--- src/rtl/cordic_seq.sv ---
// Folded rotation-mode CORDIC: one shift-add stage reused for ITERS cycles to give cos/sin.
// Optional input quadrant folding is enabled by defining CORDIC_SEQ_QUADRANT_EN.

module iteration #(
  parameter int WIDTH = 23
) (
  input  logic signed [WIDTH-1:0] x,
  input  logic signed [WIDTH-1:0] y,
  input  logic signed [WIDTH-1:0] z,
  input  logic        [4:0]       shift,
  input  logic        [WIDTH-2:0] angle,
  output logic signed [WIDTH-1:0] x_next,
  output logic signed [WIDTH-1:0] y_next,
  output logic signed [WIDTH-1:0] z_next
);
  logic signed [WIDTH-1:0] x_sh;
  logic signed [WIDTH-1:0] y_sh;
  logic signed [WIDTH-1:0] a_ext;

  always_comb begin
    x_sh  = x >>> shift;
    y_sh  = y >>> shift;
    a_ext = {1'b0, angle};
    // Rotate towards z = 0: direction follows the sign of the residual angle.
    if (z[WIDTH-1]) begin
      x_next = x + y_sh;
      y_next = y - x_sh;
      z_next = z + a_ext;
    end else begin
      x_next = x - y_sh;
      y_next = y + x_sh;
      z_next = z - a_ext;
    end
  end
endmodule

module cordic_seq #(
  parameter int FRACS = 21,
  parameter int INTS  = 1,
  parameter int WIDTH = INTS + FRACS + 1,
  parameter int ITERS = 16
) (
  input  logic                    clk,
  input  logic                    rst,
  input  logic                    in_valid,
  output logic                    in_ready,
  input  logic signed [WIDTH-1:0] z_in,
  output logic                    out_valid,
  input  logic                    out_ready,
  output logic signed [WIDTH-1:0] x_out,
  output logic signed [WIDTH-1:0] y_out,
  output logic                    busy
);
  localparam longint ONE60 = longint'(1) <<< 60;

  // atan(2^-s) scaled by 2^60, Taylor series; s >= 1 so it converges.
  function automatic longint atan_pow2(input int s);
    longint acc;
    acc = 0;
    for (int k = 0; s * (2 * k + 1) <= 60; k++) begin
      if (k % 2 == 0) acc = acc + (ONE60 >>> (s * (2 * k + 1))) / longint'(2 * k + 1);
      else            acc = acc - (ONE60 >>> (s * (2 * k + 1))) / longint'(2 * k + 1);
    end
    return acc;
  endfunction

  // atan(1/3) scaled by 2^60; atan(1) = atan(1/2) + atan(1/3).
  function automatic longint atan_third();
    longint acc;
    longint p3;
    acc = 0;
    p3  = 3;
    for (int k = 0; p3 <= ONE60; k++) begin
      if (k % 2 == 0) acc = acc + (ONE60 / p3) / longint'(2 * k + 1);
      else            acc = acc - (ONE60 / p3) / longint'(2 * k + 1);
      p3 = p3 * 9;
    end
    return acc;
  endfunction

  function automatic longint round_scale(input longint v);
    return (v + (ONE60 >>> (FRACS + 1))) >>> (60 - FRACS);
  endfunction

  function automatic logic [WIDTH-2:0] atan_entry(input int idx);
    longint r;
    r = round_scale((idx == 0) ? atan_pow2(1) + atan_third() : atan_pow2(idx));
    return r[WIDTH-2:0];
  endfunction

  localparam logic signed [WIDTH-1:0] K_SEED = WIDTH'(longint'(0.6072529350 * (2.0 ** FRACS)));

`ifdef CORDIC_SEQ_QUADRANT_EN
  localparam longint QPI_S = atan_pow2(1) + atan_third();
  localparam logic signed [WIDTH-1:0] HALF_PI = WIDTH'(round_scale(2 * QPI_S));
  localparam logic signed [WIDTH-1:0] PI      = WIDTH'(round_scale(4 * QPI_S));
`endif

  typedef enum logic [1:0] {IDLE, RUN, DONE} state_t;

  state_t                  state;
  state_t                  state_next;
  logic                    accept;
  logic                    last;
  logic [4:0]              i;
  logic signed [WIDTH-1:0] x, y, z;
  logic signed [WIDTH-1:0] x_nx, y_nx, z_nx;
  logic signed [WIDTH-1:0] z_load;
  logic                    fold_load;
  logic                    fold;
  logic [WIDTH-2:0]        atan_rom [0:31];

  for (genvar g = 0; g < 32; g++) begin : g_rom
    localparam logic [WIDTH-2:0] ENTRY = atan_entry(g);
    assign atan_rom[g] = ENTRY;
  end

  iteration #(.WIDTH(WIDTH)) u_stage (
    .x(x), .y(y), .z(z), .shift(i), .angle(atan_rom[i]),
    .x_next(x_nx), .y_next(y_nx), .z_next(z_nx)
  );

  always_ff @(posedge clk) begin
    if (rst) state <= IDLE;
    else     state <= state_next;
  end

  // Handshakes: a transfer happens on a rising edge where valid && ready are both high;
  // in_ready is high only in IDLE, out_valid only in DONE, and neither depends on the peer's valid/ready.
  always_comb begin
    state_next = state;
    in_ready   = 1'b0;
    out_valid  = 1'b0;
    busy       = 1'b1;
    accept     = 1'b0;
    last       = (i == 5'(ITERS - 1));
    case (state)
      IDLE: begin
        in_ready = 1'b1;
        busy     = 1'b0;
        accept   = in_valid;
        if (in_valid) state_next = RUN;
      end
      RUN: begin
        if (last) state_next = DONE;
      end
      DONE: begin
        out_valid = 1'b1;
        if (out_ready) state_next = IDLE;
      end
      default: state_next = IDLE;
    endcase
  end

  always_comb begin
    z_load    = z_in;
    fold_load = 1'b0;
`ifdef CORDIC_SEQ_QUADRANT_EN
    if (z_in > HALF_PI) begin
      z_load    = z_in - PI;
      fold_load = 1'b1;
    end else if (z_in < -HALF_PI) begin
      z_load    = z_in + PI;
      fold_load = 1'b1;
    end
`endif
  end

  always_ff @(posedge clk) begin
    if (rst) begin
      x     <= '0;
      y     <= '0;
      z     <= '0;
      i     <= '0;
      fold  <= 1'b0;
      x_out <= '0;
      y_out <= '0;
    end else if (accept) begin
      x    <= K_SEED;
      y    <= '0;
      z    <= z_load;
      i    <= '0;
      fold <= fold_load;
    end else if (state == RUN) begin
      x <= x_nx;
      y <= y_nx;
      z <= z_nx;
      if (i != 5'd31) i <= i + 5'd1;
      // A folded angle was shifted by pi, so the final vector points the opposite way.
      if (last) begin
        x_out <= fold ? -x_nx : x_nx;
        y_out <= fold ? -y_nx : y_nx;
      end
    end
  end
endmodule

--- config.mk ---
export PLATFORM = sky130hd
export DESIGN_NAME = cordic_seq
export DESIGN_NICKNAME = d
export VERILOG_FILES = /design/src/rtl/cordic_seq.sv
export SDC_FILE = /design/constraint.sdc
export NUM_CORES = 1
export LEC_CHECK = 0
export CAP_MARGIN = 20
export CORE_MARGIN = 8
export CORE_UTILIZATION = 35
export CTS_CLUSTER_DIAMETER = 100
export DETAILED_ROUTE_END_ITERATION = 8
export SLEW_MARGIN = 20
export SYNTH_ARGS = -nofsm -noshare
export SYNTH_HDL_FRONTEND = slang
export SYNTH_SLANG_ARGS = --single-unit
--- constraint.sdc ---
create_clock -name clk -period 5.2 [get_ports clk]
set_input_delay 1.04 -clock clk [delete_from_list [all_inputs] [get_ports clk]]
set_output_delay 1.04 -clock clk [all_outputs]
set_load 0.1 [all_outputs]
==> impl_results.md <==
- Outcome: completed
- WP buf/inv: 4
- Number of synthesized register bits: 122
- CP top delay family: compound AO/OA/AOI/OAI gates
- Ys flop type: dfxtp_1
- Hold Path Class: flop to flop
- CTS tree: done
- Post-synth top area cell: dfxtp_1
- Detail Placement HPWL: 33450 um
- Root buffer cell: clkbuf_16
- Vias in the first global route: 12383
- Net switching power figure: 2788 uW
- Placed instance area: 14550 sq um
- Pre-CTS setup slack: -0.08046 ns
- Achievable Freq: 200.4 MHz
- Via count: 12562
- First-pass GRT wire length: 69230 um
- Via/cell ratio: 5.715
- Combinational share of power: 61.0%
- ANT nets after route: 0
- Commonest non-fill, non-tap cell in the layout: nand2_1
- Cell area after synthesis: 12320 sq um
- Maximum root-to-sink buffer count: 2
- Final worst setup slack: 0.2109 ns
- Sequential power share: 18.4%
- Sink Count: 122
- Post-synth cell types: 98
- Slew HR: 28.85%
- Initial antenna violation count: 0
- H-tree depth: 4
- Endpoint class of the critical path: flop
- Worst setup path class: flop to flop
- Yosys warning total: 0
- CTS buffer count: 17
- Share of cells above drive strength 1: 21.29%
- Critical Path Source Type: flop
- Clk_skew: 0.01184 ns
- Buffers on Ports: 75
- Design Area, Final: 15550 sq um
- Slowest cell on the critical path: mux4_2
- CP required: 5.58 ns
- Mapped Nets: 1654
- Placed insts: 2147
- Final Cycle Share: 95.94%
- GP Congestion: 0.9239
- MaxCap Viol Count: 0
- Largest net degree at the start of global routing: 55
- IO Pins: 76
- Async SR Flop Fraction: 0%
- Critical path fanouts, max: 13
- Top cells by area, synth: dfxtp_1 20%, mux4_2 8.6%, ha_1 8.5%
- Cells along the critical path: buf_6, buf_6, mux4_2, nor2_1, a21oi_1, a221o_1, nand4b_4, buf_4, nor2_4, nand3_1, and2_1, xnor2_1, ha_1, a21o_1, nand2b_1, nor3_1, a21o_1, nor4b_2, o41ai_1, buf_4, xnor3_1, a211o_1, nand2_1
- Final setup viols: 0
- Total power: 6530 uW
- Total GRT Usage: 20.83%
- Initial drt markers: 872
- CP peak stage delay: 0.56 ns
- Skew-Pair Late Insertion Delay: 0.44 ns
- Worst slew pin tran: 1.064 ns
- Tmin final: 4.989 ns
- Clock power share: 20.7%
- Residual DRC: 0
- Synth-to-layout area growth: 26.21%
- Cell Int Power: 3742 uW
- VDD IR max: 0.2066 mV
- Pwr dens: 419.8 nW/um^2
- ANT cells: 0
- Max-slew violation count: 0
- Die W: 203.7 um
- CP arrival: 5.37 ns
- Fin cells: 2198
- Yosys top cell area share: 19.82%
- Worst-path clk slew: 0.06 ns
- Final Hold Fails: 0
- Nets@finish: 1844
- Sw Share: 42.70%
- WHS: 0.4518 ns
- Most frequent cells in the layout: 200 x nand2_1, 186 x buf_4, 151 x a21oi_1, 147 x nor2_1, 118 x dfxtp_1
- Die Ht: 203.7 um
- Cell row count: 68
- Post-synth EDFFs: 0
- Mapped Cells: 1540
- 1st-pass router iterations: 5
- Core Area: 34630 sq um
- Die footprint: 41470 sq um
- Initial Util: 35.59%
- Total gr overflow: 0
- Syn Area/Cell: 8.003 sq um
- Total Routed Length: 43940 um
- Leak: 0.006357 uW
- Register area share after synthesis: 19.82%
- WL/cell: 19.99 um
- Post-CTS Hold Fix Bufs: 0
## cell families after synthesis
logic type / after synthesis / share of synthesized area, %
multiplexers: 93 / 12.91
XOR/XNOR: 110 / 8.041
buffers and inverters: 140 / 5.452
flip-flops: 122 / 19.82
adder cells (fa/ha/maj): 87 / 9.015
AND/OR/NAND/NOR: 535 / 20.45
AO/OA/AOI/OAI: 453 / 24.31
## worst paths after layout
kind / startpoint / endpoint / slack, ns / depth (start not counted)
setup / recovery: i[1] / x[22] / 0.21 / 23
hold / removal: x_out[15] / x_out[15] / 0.45 / 2
setup reg to reg: i[1] / x[22] / 0.21 / 23
hold reg to reg: x_out[15] / x_out[15] / 0.45 / 2
## worst min-delay path: cells and delay by family (launching register included)
family          cells  cell delay (ns)
simple gates        1             0.05
compound gates      1             0.05
flops               1             0.30
## stage by stage
step / utilization, % / setup TNS [ns]
after global placement: 42.01 / -0.02341
after global routing: 44.92 / -0.2597
after detailed placement: 42.01 / -0.2703
final: 44.92 / 0
after floorplan: - / 0
after CTS: 43.96 / 0
## state kept, by name (all words and copies together) (netlist names)
signal  cells
x_out      23
z          23
x          23
y          23
y_out      23
state       2
i           5
## synth_stat cells (30+ instances only)
library cell  instances
a211oi_1             38
a21oi_1             155
ha_1                 84
xor2_1               44
dfxtp_1             122
nor3_1               46
xnor2_1              64
clkbuf_1             57
o21ai_0              64
nand2_1             201
a21o_1               30
inv_1                36
mux4_2               47
nor2_1              148
## layout make-up
cell class | instances | area (sq um)
fill | 3432 | 19070
multi-input combinational | 1278 | 9383
sequential | 122 | 2452
timing repair buffer | 271 | 2336
tap | 455 | 569.3
clock buffer | 18 | 439.2
clock inverter | 14 | 220.2
inverter | 40 | 155.1
## layer usage
layer,up-vias,track usage [%],share of wire [%],wire length (um)
met5,-,0,0,0
met1,6047,25.30,42,18310
met4,0,8.184,3.1,1347
met3,82,3.427,5.2,2281
li1,6046,-,-,-
met2,387,36.27,50,22000
## power groups by stage
stage	combinational, uW	sequential (uW)	clock (uW)
final	3980	1200	1350
after global routing	4390	1210	1420
after CTS	3820	1190	1380
after detailed placement	3780	1210	0
after global placement	3760	1210	0
after floorplan	2630	1120	0
## what timing repair did
| action | in CTS | in global routing |
|---|---|---|
| setup endpoints to repair | 11 | 38 |
| cloned | 0 | 1 |
| gates resized for setup | 3 | 42 |
| buffers inserted | 0 | 18 |
| pin swaps | 0 | 10 |
No activity file was read; power rests on OpenSTA's default activity.
